**config.mk**
```make
export PLATFORM = sky130hd
export DESIGN_NAME = dm_arbiter
export DESIGN_NICKNAME = d
export VERILOG_FILES = /design/src/rtl/dm_arbiter.sv
export SDC_FILE = /design/constraint.sdc
export NUM_CORES = 1
export LEC_CHECK = 0
export BUFFER_PORTS_ARGS = -buffer_cell sky130_fd_sc_hd__buf_2
export CORE_UTILIZATION = 42
export DETAILED_ROUTE_END_ITERATION = 8
export PLACE_DENSITY = 0.82
export REMOVE_ABC_BUFFERS = 1
export SLEW_MARGIN = 20
export SYNTH_ARGS = -nofsm -noshare
export SYNTH_HDL_FRONTEND = slang
export SYNTH_SLANG_ARGS = --single-unit
```
**constraint.sdc**
```tcl
create_clock -name clk -period 1.22 [get_ports clk]
set_input_delay 0 -clock clk [delete_from_list [all_inputs] [get_ports clk]]
set_output_delay 0 -clock clk [all_outputs]
set_load 0.01 [all_outputs]
```
**src/rtl/dm_arbiter.sv**
```systemverilog
// Two-port arbiter and one-access-at-a-time sequencer in front of the byte-addressed data memory.
// Port 0 is the CPU MEM stage, port 1 the debug/loader; illegal accesses are acked with err and never reach memory.
`timescale 1ns/1ps

module dm_arbiter #(
    parameter int ADDR_W = 6,
    parameter int DATA_W = 32,
    parameter bit RR_EN  = 1'b1
) (
    input  logic              clk,
    input  logic              rstn,
    input  logic              m0_req,
    input  logic              m0_we,
    input  logic [ADDR_W-1:0] m0_addr,
    input  logic [DATA_W-1:0] m0_wdata,
    input  logic [2:0]        m0_type,
    output logic              m0_ack,
    output logic              m0_err,
    output logic [DATA_W-1:0] m0_rdata,
    input  logic              m1_req,
    input  logic              m1_we,
    input  logic [ADDR_W-1:0] m1_addr,
    input  logic [DATA_W-1:0] m1_wdata,
    input  logic [2:0]        m1_type,
    output logic              m1_ack,
    output logic              m1_err,
    output logic [DATA_W-1:0] m1_rdata,
    output logic              dm_wr,
    output logic [ADDR_W-1:0] dm_addr,
    output logic [DATA_W-1:0] dm_din,
    output logic [2:0]        dm_type,
    input  logic [DATA_W-1:0] dm_dout
);

    typedef enum logic [1:0] {IDLE, SERVE, RESP} state_t;

    state_t              state_reg, state_next;
    logic                last_reg;
    logic                sel_reg;
    logic                we_reg;
    logic [ADDR_W-1:0]   addr_reg;
    logic [DATA_W-1:0]   wdata_reg;
    logic [2:0]          type_reg;
    logic                legal_reg;
    logic                err_reg;
    logic [DATA_W-1:0]   rdata_reg [2];
    logic [1:0]          ack_vec;

    logic                grant;
    logic                win;
    logic                pick_we;
    logic [ADDR_W-1:0]   pick_addr;
    logic [DATA_W-1:0]   pick_wdata;
    logic [2:0]          pick_type;
    logic                pick_legal;

    assign grant = m0_req | m1_req;

    always_comb begin
        win = 1'b0;
        if (m0_req && m1_req) begin
            win = RR_EN ? ~last_reg : 1'b0;
        end else if (m1_req) begin
            win = 1'b1;
        end
    end

    assign pick_we    = win ? m1_we    : m0_we;
    assign pick_addr  = win ? m1_addr  : m0_addr;
    assign pick_wdata = win ? m1_wdata : m0_wdata;
    assign pick_type  = win ? m1_type  : m0_type;

    // Unknown type, misaligned word/half, or a store with a load-only (unsigned) type.
    always_comb begin
        pick_legal = 1'b1;
        if (pick_type >= 3'd5)
            pick_legal = 1'b0;
        if ((pick_type == 3'd0) && (pick_addr[1:0] != 2'b00))
            pick_legal = 1'b0;
        if (((pick_type == 3'd1) || (pick_type == 3'd2)) && pick_addr[0])
            pick_legal = 1'b0;
        if (pick_we && ((pick_type == 3'd2) || (pick_type == 3'd4)))
            pick_legal = 1'b0;
    end

    always_comb begin
        state_next = state_reg;
        case (state_reg)
            IDLE:    if (grant) state_next = SERVE;
            SERVE:   state_next = RESP;
            RESP:    state_next = IDLE;
            default: state_next = IDLE;
        endcase
    end

    always_ff @(posedge clk or negedge rstn) begin
        if (!rstn) begin
            state_reg <= IDLE;
            last_reg  <= 1'b1;
            sel_reg   <= 1'b0;
            we_reg    <= 1'b0;
            addr_reg  <= '0;
            wdata_reg <= '0;
            type_reg  <= 3'd0;
            legal_reg <= 1'b0;
            err_reg   <= 1'b0;
        end else begin
            state_reg <= state_next;
            case (state_reg)
                IDLE: begin
                    if (grant) begin
                        sel_reg   <= win;
                        we_reg    <= pick_we;
                        addr_reg  <= pick_addr;
                        wdata_reg <= pick_wdata;
                        type_reg  <= pick_type;
                        legal_reg <= pick_legal;
                    end
                end
                SERVE: begin
                    err_reg  <= ~legal_reg;
                    last_reg <= sel_reg;
                end
                default: ;
            endcase
        end
    end

    // Per-port read data holds between acks; only the owning port's register updates.
    for (genvar gi = 0; gi < 2; gi++) begin : g_port
        always_ff @(posedge clk or negedge rstn) begin
            if (!rstn) begin
                rdata_reg[gi] <= '0;
            end else if ((state_reg == SERVE) && (sel_reg == 1'(gi))) begin
                rdata_reg[gi] <= (legal_reg && !we_reg) ? dm_dout : '0;
            end
        end
        assign ack_vec[gi] = (state_reg == RESP) && (sel_reg == 1'(gi));
    end

    assign m0_ack   = ack_vec[0];
    assign m1_ack   = ack_vec[1];
    assign m0_err   = ack_vec[0] & err_reg;
    assign m1_err   = ack_vec[1] & err_reg;
    assign m0_rdata = rdata_reg[0];
    assign m1_rdata = rdata_reg[1];

    // State resets asynchronously, so a write in flight is dropped the moment rstn falls.
    assign dm_wr   = (state_reg == SERVE) & we_reg & legal_reg;
    assign dm_addr = addr_reg;
    assign dm_din  = wdata_reg;
    assign dm_type = type_reg;

endmodule

```
==> summary.txt, run 1 <==
Clock network
  • CTS Sinks: 112
  • Maximum clock path buffer count: 2
  • Total CTS buffers: 9
  • Register clock-pin slew on the reported worst setup and hold paths: 120 ps
  • TritonCTS clock tree: done
  • # H-tree levels: 3
  • Clk root buf: clkbuf_8
  • Clk_lat worst skew: 390 ps

Global route
  • Initial antenna violation count: 2
  • GRT overflow: 0
  • Largest net degree at the start of global routing: 44
  • Gr usage total: 29.40%
  • Vias in the first global route: 5271
  • First-pass GRT wire length: 25950 um

Timing
  • Final Slew Violations: 0
  • Fin. Hold Viols: 0
  • Clock Skew: 17.05 ps
  • # setup viols final: 106
  • Setup ws final: -315.3 ps
  • Peak Freq: 651.3 MHz
  • Tmin final: 1535 ps
  • Final Cycle Share: 125.8%
  • RSZ-0062 raised after global routing: true
  • Slew HR: 58.65%
  • Least-Margin Pin Slew: 604.6 ps

Run status
  • Outcome: finished with violations
  • Violated checks: setup timing

Logic synthesis
  • Post-Synthesis Cells: 465
  • Post-synth EDFFs: 0
  • Distinct cells, synth: 32
  • Ys async rst share: 100.0%
  • FF+latch count, synth: 112
  • Post-synth top area cell: dfrtp_1
  • Mapped Area: 4715 um2
  • Mapped Avg Cell Area: 10.14 um2
  • Ys flop type: dfrtp_1
  • Most common cell in the netlist: nand2_1
  • Yosys warns: 0
  • Register area share after synthesis: 59.47%
  • Post-synth top cells: nand2_1, dfrtp_1, o21ai_1, mux2i_1, o21ai_0
  • Top-area cell type share of the netlist area: 58.92%
  • Top cells by area, synth: dfrtp_1, nand2_1, mux2i_1

Die
  • Die span in x: 108.0 um
  • I/O pin count: 230
  • CORE AREA: 10890 um2
  • Starting Density: 43.30%
  • Die Outline Area: 11650 um2
  • Row count: 38
  • Die H: 108.0 um

Placement
  • Final GP Congestion: 0.8131
  • Detailed-placement wirelength estimate: 9619 um
  • Post-Place Worst Slack: -163.1 ps
  • PortBufs: 229
  • DP Area: 6088 um2

Power
  • P_leak: 0.004437 uW
  • Max IR drop VDD: 1.378 mV
  • Pwr per Cell Area: 2381 nW/um2

Final layout
  • Layout area overhead: 88.08%
  • Share of layout cells above drive strength 1: 51.04%
  • Storage cell area: 2806 um2
  • Area taken by multi-input logic gates: 2325 um2
  • Design Area, Final: 8867 um2
  • Fillers: 546
  • Layout Nets: 977

Worst setup path
  • CP startpoint: last_reg
  • CP Capture Type: flip-flop
  • FF-to-FF path depth: 4
  • FF-to-FF Start: last_reg
  • Flop-to-flop setup slack: -320 ps
  • Req. time, crit path: 1460 ps
  • Worst r2r dst: dm_din[10]
  • Worst setup SP type: flip-flop
  • Crit-path max FO: 17
  • Crit path capture: dm_din[10]
  • CP Class: reg -> reg
  • Critical Path AT: 1780 ps

Drt
  • Total Routed Length: 23680 um
  • Initial DRC Count: 478
  • Wirelength per Cell: 23.59 um
  • Routed Antenna Nets: 0
  • DRC Markers: 0
  • First-pass detailed-route iteration total: 7
  • Vias per cell: 5.815
  • Via count: 5838

Worst hold path
  • Hold Crit Class: in -> async

Flow run
  • # Max-Cap Violations: 0
[cell families (layout without fill, tap and decap cells)]
group                  after synthesis  count (layout)  share of synthesized area (%)
AND/OR/NAND/NOR                    160             162                          14.04
AO/OA/AOI/OAI                      115             117                          12.79
flip-flops                         112             112                          59.47
multiplexers                        42              42                          8.917
buffers and inverters               36             429                          4.777
other                                0               2                              0
[per-layer routing]
metal,routed length [um],vias to the layer above,share of wire (%),GRT usage [%]
met1,8016,2748,34,34.14
li1,-,2366,-,-
met4,1643,0,6.9,15.36
met2,11320,560,48,50.18
met5,0,-,0,0
met3,2703,164,11,7.294
[where the power goes]
group	leakage (uW)	switching (uW)	internal, uW
sequential	0.00144	1440	5330
combinational	0.00290	6560	5530
clock	0.0000952	1420	832
total	0.00444	9430	11700
[area by class of cell]
cell class	instances	share of cell area (%)
antenna	2	0.05644
clock inverter	6	0.5644
sequential	112	31.65
tap	140	1.975
inverter	4	0.3104
clock buffer	10	1.552
timing repair buffer	409	37.67
multi-input combinational	321	26.22
[layout by cell type (no fill, tap or decap), types with 2 or more instances in the layout]
cell type	Yosys	routed
a2111oi_0	2	2
and2_1	2	2
buf_12	0	13
buf_2	15	227
buf_4	7	14
buf_6	6	14
buf_8	0	6
clkbuf_16	0	16
clkbuf_8	0	10
dfrtp_1	111	109
dfrtp_2	0	2
diode_2	0	2
dlygate4sd3_1	0	119
inv_1	3	3
inv_6	0	2
mux2i_1	42	33
mux2i_2	0	8
nand2_1	142	84
nand2_2	0	37
nand2_4	0	20
nand2_8	0	2
nand2b_4	1	3
nor2b_1	3	2
o21ai_0	31	5
o21ai_1	77	57
o21ai_2	1	43
o21ai_4	0	6
[metrics by stage]
step / setup TNS [ps] / hold WS, ps / power (uW) / utilization, % / std cells
after detailed placement: -4767 / -46.09 / 12970 / 55.92 / 822
after global placement: -2252 / -47.69 / 12590 / 55.92 / 822
after floorplan: -106030 / -295.6 / 9664 / - / 433
after global routing: -18290 / 100.5 / 21840 / 81.42 / 1003
after CTS: -6535 / 79.20 / 15910 / 70.25 / 965
final: -14650 / 72.78 / 21120 / 81.44 / 1004
[worst min-delay path by stage]
| stage | to | slack (ps) |
|---|---|---|
| detailed placement | m0_rdata[30] | -50 |
| finish | m0_rdata[30] | 70 |
| CTS | m0_rdata[30] | 80 |
| global route | m0_rdata[30] | 100 |
| global placement | m0_rdata[30] | -50 |
| floorplan | dm_addr[0] | -300 |
[critical path: stages (launching register included)]
cell,delay (ps)
dfstp_2,410
a21boi_4,290
buf_12,240
mux2i_1,290
o21ai_1,160
[timing repair]
| item | CTS | global route |
|---|---|---|
| setup endpoints to repair | 95 | 112 |
| resized for setup | 27 | 180 |
| pin swaps | 4 | 58 |
| gates cloned | 3 | 29 |
| buffers inserted | 5 | 9 |
| hold endpoints to repair | 218 | 0 |
| hold buffers | 119 | 0 |
Power figures use the tool's default switching activity.
==> inputs of run 2 (changes only) <==
- CORE_UTILIZATION: 42 -> 45
- PLACE_DENSITY: 0.82 -> 0.83
- clock period: 1.22 -> 1.8 ns (I/O delays scaled with it)
==> run 2 against run 1 <==
Net effect:
- the flow now finishes without violations
- worst hold slack better by 29 ps
- final cell count down 6.1%
- non-clock buffer count down 49
- worst setup slack better by 390 ps
- flip-flop and latch count unchanged
- highest routed layer unchanged
- clock skew up 5.8 ps
- clock power down 31%
==> summary.txt, run 2 (synthesis gave the netlist of run 1 again) <==
Run status
  • Outcome: finished clean

Worst setup path
  • Crit-path max FO: 7
  • Critical Path AT: 1940 ps
  • Worst setup SP type: flip-flop
  • CP Capture Type: flip-flop
  • Req. time, crit path: 2020 ps
  • CP Class: reg -> reg

Drt
  • Via count: 5093
  • Total Routed Length: 17330 um
  • First-pass detailed-route iteration total: 5
  • Vias per cell: 5.401
  • Initial DRC Count: 348
  • DRC Markers: 0
  • Routed Antenna Nets: 0
  • Wirelength per Cell: 18.38 um

Clock network
  • Maximum clock path buffer count: 2
  • TritonCTS clock tree: done
  • CTS Sinks: 112
  • Clk_lat worst skew: 370 ps
  • Clk root buf: clkbuf_8
  • Total CTS buffers: 9
  • Register clock-pin slew on the reported worst setup and hold paths: 120 ps
  • # H-tree levels: 3
  • Cells resized by post-CTS repair: 0

Placement
  • Detailed-placement wirelength estimate: 9291 um
  • Post-Place Worst Slack: 339.3 ps
  • Final GP Congestion: 0.8869
  • DP Area: 6040 um2
  • PortBufs: 229

Timing
  • # setup viols final: 0
  • Final Slew Violations: 0
  • Hold Worst Slack: 101.8 ps
  • Clock Skew: 22.89 ps
  • Slew HR: 59.94%
  • Final Cycle Share: 95.64%
  • Tmin final: 1722 ps
  • Fin. Hold Viols: 0
  • Least-Margin Pin Slew: 598.6 ps
  • Setup ws final: 78.40 ps
  • Peak Freq: 580.9 MHz

Power
  • Pwr per Cell Area: 1445 nW/um2
  • Pwr Total: 10740 uW
  • Max IR drop VDD: 0.7599 mV
  • P_leak: 0.003844 uW

Flow run
  • # Max-Cap Violations: 0

Global route
  • GRT overflow: 0
  • Largest net degree at the start of global routing: 67
  • Initial antenna violation count: 0
  • First-pass GRT wire length: 27700 um
  • Vias in the first global route: 5427
  • Gr usage total: 32.89%

Die
  • I/O pin count: 230
  • Starting Density: 47.36%
  • Die H: 104.4 um
  • CORE AREA: 9955 um2
  • Die Outline Area: 10890 um2
  • Row count: 36
  • Die span in x: 104.4 um

Final layout
  • Design Area, Final: 7428 um2
  • Final Core Density: 74.62%
  • Layout area overhead: 57.56%
  • Most frequent cells in the layout: buf_2, nand2_1, dlygate4sd3_1
  • Most common cell after layout, fill and taps aside: buf_2
  • Fillers: 596
  • Share of layout cells above drive strength 1: 33.13%
  • Layout Nets: 924

Worst hold path
  • Hold Crit Class: in -> reg
-- run 2: cell count changes in the layout (fill, tap and decap cells not counted), sizes merged --
cell	change
buf	-31
clkbuf	-14
dlygate4sd3	-2
inv	-2
o21ai	-2
bufinv	+1
clkinvlp	-1
diode	-1
nand2	-1
nand2b	-1
-- run 2: final cells by class --
type	count	area (um2)	share of cell area, %
inverter	4	15.01	0.2021
clock buffer	12	155.1	2.089
sequential	112	2804	37.75
multi-input combinational	317	1708	22.99
tap	133	166.4	2.240
antenna	1	2.502	0.03369
timing repair buffer	360	2525	33.99
clock inverter	4	52.55	0.7074
-- run 2: worst max-delay path, stage by stage, from the launching register on --
cell and delay [ps]:
dfstp_2 410, a21boi_4 270, mux2i_1 240, dlygate4sd3_1 580, o21ai_0 70
-- run 2: power breakdown --
group / internal (uW) / switching (uW) / leakage, uW
registers: 3610 / 737 / 0.00144
clock network: 725 / 824 / 0.000107
logic: 1900 / 2950 / 0.00230
total: 6230 / 4510 / 0.00384
-- run 2: layer usage --
metal	GRT usage (%)	up-vias	routed length (um)
met5	0.4762	-	0
met4	21.02	0	1039
met3	9.085	91	1574
met2	54.87	361	8485
met1	37.03	2402	6229
li1	-	2239	-
-- run 2: timing repair --
| item | CTS | global route |
|---|---|---|
| hold endpoints to repair | 218 | 0 |
| hold buffers | 117 | 0 |
| setup buffers | 0 | 1 |
| endpoints found under the setup margin | 0 | 1 |
-- run 2: metrics by stage --
stage,instances,TNS (ps)
after floorplan,433,-42340
final,943,0
after CTS,941,0
after global placement,808,0
after global routing,942,-3.469
after detailed placement,808,0
-- run 2: path summary, 6_finish.rpt --
path,slack (ps),startpoint,endpoint,cells after the start
worst max-delay path,80,last_reg,we_reg,4
worst min-delay path,100,m1_req,state_reg[0],3
worst min register to register,480,m1_rdata[16],m1_rdata[16],2
worst max register to register,80,last_reg,we_reg,4
min in group asynchronous,200,rstn,m0_rdata[8],3
max in group asynchronous,1310,rstn,last_reg,3
==> inputs of run 3 (changes only) <==
- CORE_UTILIZATION: 45 -> 25
- PLACE_DENSITY: 0.83 -> unset
- clock period: 1.8 -> 1.7 ns (I/O delays scaled with it)
==> run 3 against run 2 <==
Net effect:
- count of clock-buffer cells in the layout up 1
- worst setup slack better by 18 ps
- flip-flop and latch count unchanged
- clock skew down 14 ps
- routed wire length down 18%
==> summary.txt, run 3 (synthesis gave the netlist of run 1 again) <==
Clock network
  • Clk_lat worst skew: 350 ps
  • Clk root buf: clkbuf_16
  • Post-CTS Setup Bufs: 0
  • Maximum clock path buffer count: 2
  • CTS Sinks: 112
  • Total CTS buffers: 9
  • TritonCTS clock tree: done
  • # H-tree levels: 3
  • Register clock-pin slew on the reported worst setup and hold paths: 70 ps

Die
  • Starting Density: 25.89%
  • Die span in x: 139.3 um
  • Row count: 49
  • CORE AREA: 18210 um2
  • I/O pin count: 230
  • Die Outline Area: 19410 um2
  • Die H: 139.3 um

Power
  • Pint: 7020 uW
  • P_leak: 0.003863 uW
  • Psw: 4443 uW
  • Logic pwr share: 42.9%
  • Clock share of power: 18.4%
  • Sequential Power Share: 38.7%
  • Max IR drop VDD: 0.7114 mV
  • Pwr per Cell Area: 1506 nW/um2
  • Sw Ratio: 38.76%

Final layout
  • Most frequent cells in the layout: buf_2, nand2_1, dlygate4sd3_1
  • Layout area overhead: 61.49%
  • Layout Nets: 922
  • Ant diodes: 0
  • Final Core Density: 41.81%
  • Most common cell after layout, fill and taps aside: buf_2
  • Design Area, Final: 7614 um2
  • Share of layout cells above drive strength 1: 32.96%

Drt
  • Wirelength per Cell: 13.71 um
  • Routed Antenna Nets: 0
  • Vias per cell: 4.280
  • DRC Markers: 0
  • Total Routed Length: 14200 um
  • Initial DRC Count: 112
  • First-pass detailed-route iteration total: 4
  • Via count: 4434

Worst setup path
  • Critical Path AT: 1820 ps
  • Flop-to-flop setup slack: 100 ps
  • Crit-path max FO: 5
  • FF-to-FF path depth: 4
  • Worst r2r dst: dm_type[2]
  • FF-to-FF Start: last_reg
  • CP Class: reg -> reg
  • Worst setup SP type: flip-flop
  • CP Capture Type: flip-flop
  • Req. time, crit path: 1910 ps
  • CP startpoint: last_reg

Worst hold path
  • Worst hold endpoint: dm_type[1]
  • Hold path depth: 3
  • Min-delay src: m1_type[1]
  • Hold Crit Class: in -> reg

Timing
  • Setup TNS: 0 ps
  • Fin. Hold Viols: 0
  • Final Slew Violations: 0
  • Hold Worst Slack: 21.06 ps
  • Least-Margin Pin Slew: 371.2 ps
  • Clock Skew: 9.166 ps
  • Setup ws final: 96.38 ps
  • # setup viols final: 0
  • Tmin final: 1604 ps
  • Slew HR: 74.61%
  • Peak Freq: 623.6 MHz
  • RSZ-0062 raised after global routing: false
  • Final Cycle Share: 94.33%

Global route
  • Vias in the first global route: 4608
  • Initial antenna violation count: 0
  • GRT overflow: 0
  • Largest net degree at the start of global routing: 79
  • First-pass GRT wire length: 23450 um
  • Gr usage total: 15.02%

Placement
  • PortBufs: 229
  • Final GP Congestion: 0.7238
  • DP Area: 6187 um2
  • Post-Place Worst Slack: 270.6 ps
  • Detailed-placement wirelength estimate: 8836 um

Run status
  • Outcome: finished clean

Flow run
  • # Max-Cap Violations: 0
-- run 3: critical path, stage by stage, from the launching register on --
cell           delay (ps)
dfstp_2               390
a21boi_4              260
mux2i_1               200
dlygate4sd3_1         550
o21ai_0                70
-- run 3: routing by layer --
metal / vias up / track usage, % / share of wire, %
li1: 2230 / - / -
met1: 2019 / 18.45 / 44
met2: 178 / 25.73 / 48
met3: 7 / 4.095 / 7.3
met4: 0 / 4.211 / 0.93
met5: - / 0 / 0
-- run 3: power by group through the flow --
stage / combinational, uW / sequential (uW) / clock [uW]
after floorplan: 1980 / 4950 / 0
after global placement: 4680 / 4440 / 0
after detailed placement: 4750 / 4460 / 0
after CTS: 4950 / 4440 / 2200
after global routing: 5500 / 4600 / 2310
final: 4920 / 4430 / 2110
-- run 3: what timing repair did --
item                                   in CTS  in global routing
hold buffers                              114                  0
resized for setup                           0                  0
endpoints found under the hold margin     216                  0
-- run 3: area by class of cell --
cell class,instances,area [um2]
repair buffers,358,2515
clock buffers,13,240.2
flip-flops and latches,112,2804
well taps,229,286.5
multi-input cells,317,1708
fillers,1708,10600
clock inverters,3,45.04
inverters,4,15.01
-- run 3: how the worst max path moves through the flow --
stage	cells after the start	slack, ps	end
2_1_floorplan	4	-1130	legal_reg
3_3_place_gp	5	320	dm_din[7]
3_5_place_dp	5	270	dm_din[11]
4_1_cts	4	80	dm_type[2]
5_1_grt	4	8	dm_type[0]
6_report	4	100	dm_type[2]
-- run 3: through the flow --
stage / total power (uW) / std cells
3_5_place_dp: 9216 / 906
3_3_place_gp: 9121 / 906
6_report: 11460 / 1036
4_1_cts: 11600 / 1036
5_1_grt: 12410 / 1036
2_1_floorplan: 6936 / 433
